## config.mk

```make
export PLATFORM = sky130hd
export DESIGN_NAME = mc_controller
export DESIGN_NICKNAME = d
export VERILOG_FILES = /design/src/rtl/mc_pkg.sv /design/src/rtl/mc_decode.sv /design/src/rtl/mc_controller.sv
export SDC_FILE = /design/constraint.sdc
export NUM_CORES = 1
export LEC_CHECK = 0
export CAP_MARGIN = 20
export CORE_AREA = 2 2 86 88
export CTS_CLUSTER_DIAMETER = 40
export DETAILED_ROUTE_END_ITERATION = 10
export DIE_AREA = 0 0 88 90
export PLACE_DENSITY = 0.8
export SYNTH_ARGS = -nofsm -noshare
export SYNTH_HDL_FRONTEND = slang
export SYNTH_SLANG_ARGS = --single-unit
```

## constraint.sdc

```tcl
create_clock -name clock -period 2.8 [get_ports clock]
set_input_delay 0.56 -clock clock [delete_from_list [all_inputs] [get_ports clock]]
set_output_delay 0.56 -clock clock [all_outputs]
set_load 0.1 [all_outputs]
```

## src/rtl/mc_pkg.sv

```systemverilog
// ----------------------------------------------------------------------------
// mc_pkg
// Shared definitions for the multi-cycle controller: FSM state encodings,
// instruction opcodes, ALU class codes, memory access sizes and the decoded
// instruction record passed from mc_decode to mc_controller.
// ----------------------------------------------------------------------------
package mc_pkg;

  // FSM state encodings. These values are visible on the controller's state port.
  typedef enum logic [2:0] {
    ST_FETCH   = 3'd0,
    ST_DECODE  = 3'd1,
    ST_EXECUTE = 3'd2,
    ST_MEM     = 3'd3,
    ST_WB      = 3'd4,
    ST_TRAP    = 3'd5
  } state_e;

  // Opcode field values, taken from instruction bits [31:26].
  localparam logic [5:0] OP_RTYPE = 6'h00;
  localparam logic [5:0] OP_ADDI  = 6'h08;
  localparam logic [5:0] OP_ORI   = 6'h0D;
  localparam logic [5:0] OP_LW    = 6'h23;
  localparam logic [5:0] OP_LB    = 6'h20;
  localparam logic [5:0] OP_SW    = 6'h2B;
  localparam logic [5:0] OP_SB    = 6'h28;
  localparam logic [5:0] OP_BEQ   = 6'h04;
  localparam logic [5:0] OP_BNE   = 6'h05;
  localparam logic [5:0] OP_J     = 6'h02;

  // ALU class codes. ALU_FUNCT tells the ALU to decode funct on its own.
  localparam logic [3:0] ALU_ADD   = 4'd0;
  localparam logic [3:0] ALU_SUB   = 4'd1;
  localparam logic [3:0] ALU_OR    = 4'd2;
  localparam logic [3:0] ALU_FUNCT = 4'd15;

  // Memory access sizes.
  localparam logic [1:0] MEM_BYTE = 2'd0;
  localparam logic [1:0] MEM_WORD = 2'd2;

  // Instruction classes. These are the only classes the FSM distinguishes.
  typedef enum logic [3:0] {
    CLS_RTYPE,
    CLS_ADDI,
    CLS_ORI,
    CLS_LOAD,
    CLS_STORE,
    CLS_BEQ,
    CLS_BNE,
    CLS_JUMP,
    CLS_ILLEGAL
  } inst_class_e;

  typedef struct packed {
    inst_class_e cls;
    logic        alu_src;   // immediate operand instead of the second register
    logic [3:0]  alu_op;
    logic [1:0]  mem_size;
  } decode_t;

endpackage

```

## src/rtl/mc_decode.sv

```systemverilog
// ----------------------------------------------------------------------------
// mc_decode
// Purely combinational opcode decoder. It maps the opcode to an instruction
// class plus the static datapath selections for that class. The FSM decides
// when those selections are actually driven onto the outputs.
// Ports:
//   opcode (in, 6) : instruction [31:26]
//   funct  (in, 6) : instruction [5:0]. Only the ALU interprets this field.
//   dec    (out)   : decoded record (class, alu_src, alu_op, mem_size)
// ----------------------------------------------------------------------------
module mc_decode
  import mc_pkg::*;
(
  input  logic [5:0] opcode,
  input  logic [5:0] funct,
  output decode_t    dec
);

  // The ALU decodes R-type operations from funct directly, so the controller
  // does not need it. The signal is kept so the decoder has the complete
  // instruction fields at its interface.
  logic unused_funct;
  assign unused_funct = ^funct;

  // NOTE: every field gets a default before the case statement. A path that
  // leaves a field unassigned would infer a latch.
  always_comb begin
    dec          = '0;
    dec.cls      = CLS_ILLEGAL;
    dec.alu_op   = ALU_ADD;
    dec.mem_size = MEM_BYTE;
    case (opcode)
      OP_RTYPE: begin dec.cls = CLS_RTYPE;                    dec.alu_op = ALU_FUNCT; end
      OP_ADDI:  begin dec.cls = CLS_ADDI;  dec.alu_src = 1'b1;                         end
      OP_ORI:   begin dec.cls = CLS_ORI;   dec.alu_src = 1'b1; dec.alu_op = ALU_OR;   end
      OP_LW:    begin dec.cls = CLS_LOAD;  dec.alu_src = 1'b1; dec.mem_size = MEM_WORD; end
      OP_LB:    begin dec.cls = CLS_LOAD;  dec.alu_src = 1'b1;                         end
      OP_SW:    begin dec.cls = CLS_STORE; dec.alu_src = 1'b1; dec.mem_size = MEM_WORD; end
      OP_SB:    begin dec.cls = CLS_STORE; dec.alu_src = 1'b1;                         end
      OP_BEQ:   begin dec.cls = CLS_BEQ;                      dec.alu_op = ALU_SUB;   end
      OP_BNE:   begin dec.cls = CLS_BNE;                      dec.alu_op = ALU_SUB;   end
      OP_J:     begin dec.cls = CLS_JUMP;                                              end
      default:  ;
    endcase
  end

endmodule

```

## src/rtl/mc_controller.sv

```systemverilog
// ----------------------------------------------------------------------------
// mc_controller
// Multi-cycle processor control FSM with PC register.
// Sequence: FETCH -> DECODE -> EXECUTE -> {MEM} -> {WB} -> FETCH. Control
// branches return to FETCH directly from EXECUTE.
// Configuration macro: MC_CTRL_ILLEGAL_TRAP_EN. When it is defined, an
// illegal opcode enters TRAP for one cycle and then retires to TRAP_PC.
// When it is not defined, an illegal opcode retires in EXECUTE as a NOP.
// Ports:
//   clock, reset               : rising-edge clock, async active-high reset
//   opcode, funct              : instruction fields
//   alu_zero                   : ALU equality flag, used by beq and bne
//   branch_target, jump_target : precomputed next-PC candidates
//   inst_ready, mem_ready      : memory handshakes
//   pc                         : current PC
//   ir_load ... mem_we         : single-bit datapath controls
//   alu_op, mem_size           : ALU class and memory access size
//   state                      : current FSM state
//   retire                     : high in the cycle in which pc updates
// ----------------------------------------------------------------------------
module mc_controller
  import mc_pkg::*;
#(
  parameter int              XLEN     = 32,
  parameter logic [XLEN-1:0] RESET_PC = 32'h0040_0000,
  parameter logic [XLEN-1:0] TRAP_PC  = 32'h8000_0180
) (
  input  logic            clock,
  input  logic            reset,
  input  logic [5:0]      opcode,
  input  logic [5:0]      funct,
  input  logic            alu_zero,
  input  logic [XLEN-1:0] branch_target,
  input  logic [XLEN-1:0] jump_target,
  input  logic            inst_ready,
  input  logic            mem_ready,
  output logic [XLEN-1:0] pc,
  output logic            ir_load,
  output logic            reg_write,
  output logic            reg_dst,
  output logic            alu_src,
  output logic            mem_to_reg,
  output logic            mem_re,
  output logic            mem_we,
  output logic [3:0]      alu_op,
  output logic [1:0]      mem_size,
  output logic [2:0]      state,
  output logic            retire
);

  state_e          state_q, state_d;
  logic [XLEN-1:0] pc_q, pc_d;
  decode_t         dec;

  mc_decode u_decode (
    .opcode (opcode),
    .funct  (funct),
    .dec    (dec)
  );

  // NOTE: state registers use non-blocking assignments. Every flop then
  // samples values from before the clock edge, whatever order the processes
  // are evaluated in.
  always_ff @(posedge clock or posedge reset) begin
    if (reset) begin
      state_q <= ST_FETCH;
      pc_q    <= RESET_PC;
    end else begin
      state_q <= state_d;
      pc_q    <= pc_d;
    end
  end

  // Outputs are decoded from state_q. The async reset forces state_q to FETCH
  // at once, so all outputs except ir_load go to 0 without waiting for a clock
  // edge. ir_load is gated by reset explicitly.
  always_comb begin
    state_d    = state_q;
    pc_d       = pc_q;
    ir_load    = 1'b0;
    reg_write  = 1'b0;
    reg_dst    = 1'b0;
    alu_src    = 1'b0;
    mem_to_reg = 1'b0;
    mem_re     = 1'b0;
    mem_we     = 1'b0;
    alu_op     = ALU_ADD;
    mem_size   = MEM_BYTE;
    retire     = 1'b0;

    case (state_q)
      ST_FETCH: begin
        if (inst_ready) begin
          ir_load = ~reset;
          state_d = ST_DECODE;
        end
      end

      ST_DECODE: state_d = ST_EXECUTE;

      ST_EXECUTE: begin
        alu_src = dec.alu_src;
        alu_op  = dec.alu_op;
        case (dec.cls)
          CLS_RTYPE, CLS_ADDI, CLS_ORI: state_d = ST_WB;
          CLS_LOAD, CLS_STORE:          state_d = ST_MEM;
          CLS_BEQ, CLS_BNE, CLS_JUMP: begin
            retire  = 1'b1;
            state_d = ST_FETCH;
          end
          default: begin
`ifdef MC_CTRL_ILLEGAL_TRAP_EN
            state_d = ST_TRAP;
`else
            retire  = 1'b1;
            state_d = ST_FETCH;
`endif
          end
        endcase
      end

      ST_MEM: begin
        mem_size = dec.mem_size;
        mem_re   = (dec.cls == CLS_LOAD);
        mem_we   = (dec.cls == CLS_STORE);
        if (mem_ready) begin
          if (dec.cls == CLS_LOAD) begin
            state_d = ST_WB;
          end else begin
            retire  = 1'b1;
            state_d = ST_FETCH;
          end
        end
      end

      ST_WB: begin
        reg_write  = 1'b1;
        reg_dst    = (dec.cls == CLS_RTYPE);
        mem_to_reg = (dec.cls == CLS_LOAD);
        retire     = 1'b1;
        state_d    = ST_FETCH;
      end

      ST_TRAP: begin
        retire  = 1'b1;
        state_d = ST_FETCH;
      end

      default: state_d = ST_FETCH;
    endcase

    // The PC moves only when an instruction retires. A taken control transfer
    // overrides the sequential pc+4, which wraps modulo 2^XLEN.
    if (retire) begin
      if (state_q == ST_TRAP) begin
        pc_d = TRAP_PC;
      end else if (dec.cls == CLS_JUMP) begin
        pc_d = jump_target;
      end else if ((dec.cls == CLS_BEQ && alu_zero) || (dec.cls == CLS_BNE && !alu_zero)) begin
        pc_d = branch_target;
      end else begin
        pc_d = pc_q + {{(XLEN-3){1'b0}}, 3'd4};
      end
    end
  end

  assign pc    = pc_q;
  assign state = state_q;

endmodule

```

# After elaboration in Yosys (flattened, before gate mapping)

Cells that the tools add are included.

Flip-flop bits (word level): 35

$add $sub $neg: 1
Equal/unequal tests: 23
Multiplexer cells: 26
Bitwise gates (word level): 1
Reduce and logical (&&, ||, !) cells: 17

Operators with widths:

| kind                    | count |
|---|---|
| $mux W32                | 3 |
| $add A32 B3 Y32 const B | 1 |
| $pmux W4 S8             | 1 |
| $eq A6 B6 Y1 const B    | 4 |
| $eq A4 B3 Y1 const B    | 4 |
| $eq A6 B3 Y1 const B    | 2 |
| $eq A6 B4 Y1 const B    | 2 |
| $mux W1                 | 12 |
| $pmux W3 S4             | 1 |
| $pmux W4 S3             | 1 |
| $reduce_or A2 Y1        | 6 |
| $mux W3                 | 3 |
| $eq A4 B2 Y1 const B    | 2 |
| $eq A3 B2 Y1 const B    | 2 |
| $eq A3 B3 Y1 const B    | 2 |
| $eq A6 B2 Y1 const B    | 1 |
| $logic_not A6 Y1        | 1 |
| $pmux W3 S2             | 1 |
| $reduce_or A6 Y1        | 1 |
| $reduce_or A5 Y1        | 1 |
| $eq A4 B1 Y1 const B    | 1 |
| $logic_not A4 Y1        | 1 |
| $mux W2                 | 2 |
| $mux W4                 | 1 |
| 10 further kinds        | 12 |

# Depth between registers and ports, before layout

Gate-level depths: netlist of run 1.

Word-level depth: 9
Depth in mapped cells: 9
Gate-level depth less buffers: 7

# Modules after synthesis

Synthesis of run 1 repeated with hierarchy kept, for this count alone.

Cell total of the unflattened synthesis: 384
Area, all modules: 3166.8 µm²

By module, submodules not included:

| module        | instances | cells an instance | area each (µm²) | seq. area each (µm²) |
|---|---|---|---|---|
| mc_controller | 1         | 338               | 2835.2          | 877.1 |
| mc_decode     | 1         | 46                | 331.6           | 0.0 |

# Worst setup path before layout of run 1

No wires, ideal clock.

Kind: register to output
Start point: register state_q[0] (netlist: state[0])
End point: output mem_size[1]
Arrival: 4484 ps
Data required time: 2240 ps
Path slack: -2244 ps
Stages on the path, launching flop included: 4
Cell sequence: dfrtp_1 -> buf_2 -> nand3b_1 -> nor4b_1

Longest elaborated chain between the ends: 2

RTL lines:

| what                     | line                | RTL |
|---|---|---|
| start: declaration       | mc_controller.sv:51 | `state_e state_q, state_d;` |
| start signal: assignment | mc_controller.sv:69 | `state_q <= state_d;` |
| $eq A3 B2 Y1             | mc_controller.sv:91 | `case (state_q)` |
| $mux W2                  | mc_controller.sv:91 |  |
| end: declaration         | mc_controller.sv:46 | `output logic [1:0] mem_size,` |

No other way between the ends.

# Worst setup path after layout of run 1

Start point: input opcode[2]
End point: output retire

Longest elaborated chain between the ends: 7
Elaborated cells on any way between the ends: 23
Those cells by class: eq/ne: 13; mux: 5; reduce/logical: 5

RTL lines:

| what                                                  | line                                       | RTL |
|---|---|---|
| start: declaration                                    | mc_controller.sv:30                        | `input logic [5:0] opcode,` |
| $eq A6 B6 Y1                                          | mc_decode.sv:32                            | `case (opcode)` |
| $reduce_or A2 Y1 (no line)                            | --                                         |  |
| $pmux W4 S8 *                                         | mc_decode.sv:32                            |  |
| $eq A4 B3 Y1 (tied with other cells)                  | mc_controller.sv:104                       | `case (dec.cls)` |
| $reduce_or A5 Y1 (no line) or $mux W1 (tied branches) | --                                         |  |
| $mux W1 (on tied branches)                            | mc_controller.sv:104, mc_controller.sv:126 |  |
| $pmux W1 S3 *                                         | mc_controller.sv:91                        |  |
| end: declaration                                      | mc_controller.sv:48                        | `output logic retire` |

Mark *: on every way between the ends. The rest lies on a longest branch, timed or not.

==> impl_metrics.toml, run 1 <==
[status]
run_status = "finished, final reports clean"

[yosys]
synth.most_common_cell = "nand2_1"
synth_async_sr_flop_share_pct = 100
synth-edff-count = 0
yosys_register_bits = 35
netlist_top_cells_count = "35 x nand2_1, 34 x dfrtp_1, 22 x o21ai_0, 17 x nor2_1, 16 x nand3_1"
post_synth_inst_count = 330
synth.lib_cells_used.distinct = 64
synth-seq-area-share_pct = 31.0
post-synth-top-area-cell = "dfrtp_1"
ys.flop_type = "dfrtp_1"
yosysWarnings = 0
synth.area.top_cells = "dfrtp_1 30%, nand2_1 4.6%, o21ai_0 3.9%, a32oi_1 3.7%, a22o_1 3.1%"
synthesis.area_per_instance_um2 = 8.58
synth.net_count = 412
synth.top_cell.area_share_pct = 30.0
synth.cell_area_mm2 = 0.00283

[grt]
grt_pass1_vias = 3157
overflow = 0
grt_antenna_before_repair = 0
track_usage_pct = 24.2
grt_start_max_net_pins = 36
grt_first_pass_wirelength_um = 15500

[setup_path]
crit_fanout = 11
worstPathRequired_ns = 2.24
endpoint = "retire"
worst-endpoint-arrival_ns = 2.20
timing.critical_path.from_type = "input port"
endpoint_kind = "output port"
startpoint = "opcode[2]"
critical_path_class = "in2out"
timing.reg2reg.setup_slack_ns = 0.19
crit-reg2reg-launch = "state[0]"
worst_r2r_endpoint = "pc[25]"
timing.reg2reg.worst_path_depth = 10

[final_layout]
final-seq-area_um2 = 886
multi_input_area_mm2 = 0.00192
final_layout_size_suffix_gt1_share_pct = 29.1
design_area_mm2 = 0.00473
finalNetCount = 562
final_layout_fill_cell_count = 570
final_cells = 580
syn2layout_area_growth_pct = 66.9
n_antenna_cell = 0

[place]
dpl_cell_area_mm2 = 0.00453
post-dp-hpwl_um = 7450
placed_cells_incl_taps = 568
port_buffers = 122
gp_congestion = 0.850

[clock_network]
cts.htree.levels = 2
cts_num_sinks = 35
path_clk_slew_ns = 0.07
clock_buffer_count_from_cts = 5
cts_buffer_depth = 2
tritoncts = "built"
cts-root-buf = "clkbuf_8"
worst_skew_pair.late_latency_ns = 0.29

[route]
post_drt_wl_per_cell_um = 17.1
detailedRoute.firstIterationViolations = 227
drtAntennaViolNets = 0
vias_per_cell = 5.73
detail_route.wirelength_um = 9900
detail_route.first_pass.iterations = 6
route.vias.total = 3326
drc_errors = 0

[die]
row_count = 31
fp.dieW_um = 88
fp.coreArea_mm2 = 0.00702
start_util_pct = 40.3
chipHeight_um = 90
ios = 130
floorplan.die_area_mm2 = 0.00792

[pwr]
power_density_mw_per_mm2 = 811
clockPowerShare_pct = 11.2
comb_power_share_pct = 65.7
peakVddDrop_v = 0.000704
share_seq_of_total_power_pct = 23.1
power.static_leakage_uw = 0.00200
net-switching-power_uw = 2190
power.internal_uw = 1650
power.switching_fraction_pct = 57.1

[timing]
report.final.hold_viol_count = 0
finalCriticalPeriod_ns = 2.76
fmaxAchievable_mhz = 363
fin_worst_skew_ns = 0.00624
share_of_the_clock_period_used_by_the_worst_path_pct = 98.5
timing.final.setup_violations = 0
drv_slew = 0
fin_setup_tns_ns = 0

[worst_hold_path]
worstHoldPathType = "reg2reg"

[flow_run]
maxCapViolCount = 0
==> worst min-delay path by stage <==
stage | start | to | slack, ns | cells past startpoint
detailed placement | pc[0] | pc[0] | 0.50 | 1
CTS | pc[0] | pc[0] | 0.52 | 1
floorplan | reset | pc[0] | 0.71 | 1
global placement | pc[0] | pc[0] | 0.49 | 1
finish | pc[0] | pc[0] | 0.54 | 1
global route | pc[0] | pc[0] | 0.55 | 1
==> critical path, stage by stage <==
cell,delay (ns)
clkdlybuf4s50_1,0.47
buf_6,0.18
a2111oi_4,0.46
nor3_4,0.09
nor2_4,0.13
clkinvlp_4,0.12
buf_12,0.17
==> cell usage in the layout (no fill, tap or decap), types with 6 or more instances in the layout <==
cell	netlist	routed
mux2i_1	7	7
nand3_1	16	15
o21ai_0	22	22
clkbuf_8	0	7
nand4_1	9	9
buf_12	0	16
a32oi_1	12	12
xnor2_1	9	9
a21o_1	8	8
a21oi_1	9	8
o221a_2	6	6
inv_1	13	12
clkdlybuf4s50_1	0	68
dfrtp_1	34	31
xor2_1	6	6
nor3_1	13	6
a22o_1	10	10
nor3_4	0	6
nor2_1	17	16
nand2b_1	8	8
buf_4	5	74
nand2_1	35	34
==> metal layers <==
| layer | vias to the layer above | wire (um) | GRT usage, % |
|---|---|---|---|
| met5 | - | 0 | 0 |
| met4 | 0 | 171 | 7.31 |
| met3 | 19 | 624 | 3.12 |
| met2 | 148 | 4910 | 40.0 |
| met1 | 1598 | 4190 | 32.7 |
| li1 | 1561 | - | - |
==> timing repair <==
action                                  in CTS  in global routing
pin swaps                                    2                  6
hold buffers                                 0                  0
gates resized for setup                     11                  6
endpoints found under the setup margin       5                 18
buffers inserted                             1                  3
==> through the flow <==
step	hold slack, ns	utilization (%)	power [uW]	setup slack, ns
6_report	0.536	67.3	3830	0.0421
3_5_place_dp	0.502	64.5	3330	-0.274
4_1_cts	0.523	66.5	3770	0.000951
2_1_floorplan	0.714	-	2680	-0.343
5_1_grt	0.548	67.3	4000	-0.0289
3_3_place_gp	0.494	64.5	3290	-0.163
==> flip-flops by register name (all words and copies together), names as in the netlist <==
| signal | cells |
|---|---|
| state | 3 |
| pc | 32 |
==> logic make-up after synthesis <==
kind of cell / synth area share (%)
adder cells (fa/ha/maj): 0.442
multiplexers: 2.47
buffers and inverters: 6.76
XOR/XNOR: 5.21
AO/OA/AOI/OAI: 30.7
flip-flops: 31.0
AND/OR/NAND/NOR: 23.3
other: 0.132
==> power groups by stage <==
stage | Sequential (uW) | Combinational, uW | Clock (uW)
after floorplan | 1770 | 907 | 0
after global placement | 877 | 2410 | 0
after detailed placement | 885 | 2450 | 0
after CTS | 878 | 2460 | 428
after global routing | 914 | 2640 | 448
final | 885 | 2520 | 430
==> cell type report <==
cell class	count	area share [%]
clock buffers	7	2.04
inverters	13	1.11
repair buffers	166	34.8
well taps	99	2.62
clock inverters	1	0.159
flip-flops and latches	35	18.7
multi-input cells	259	40.6
Power figures use the tool's default switching activity.
==> inputs of run 2 (changes only) <==
--- a/config.mk
+++ b/config.mk
@@ -5,7 +5,6 @@
 export SDC_FILE = /design/constraint.sdc
 export NUM_CORES = 1
 export LEC_CHECK = 0
-export CAP_MARGIN = 20
 export CORE_AREA = 2 2 86 88
 export CTS_CLUSTER_DIAMETER = 40
 export DETAILED_ROUTE_END_ITERATION = 10
==> results of run 2 <==
Same layout as run 1: the final DEF is identical, and so are final timing and power.
==> inputs of run 3 (changes only) <==
--- a/config.mk
+++ b/config.mk
@@ -5,11 +5,13 @@
 export SDC_FILE = /design/constraint.sdc
 export NUM_CORES = 1
 export LEC_CHECK = 0
+export CAP_MARGIN = 20
 export CORE_AREA = 2 2 86 88
 export CTS_CLUSTER_DIAMETER = 40
 export DETAILED_ROUTE_END_ITERATION = 10
 export DIE_AREA = 0 0 88 90
 export PLACE_DENSITY = 0.8
+export SLEW_MARGIN = 0
 export SYNTH_ARGS = -nofsm -noshare
 export SYNTH_HDL_FRONTEND = slang
 export SYNTH_SLANG_ARGS = --single-unit
==> results of run 3 <==
Same layout as run 1: the final DEF is identical, and so are final timing and power.
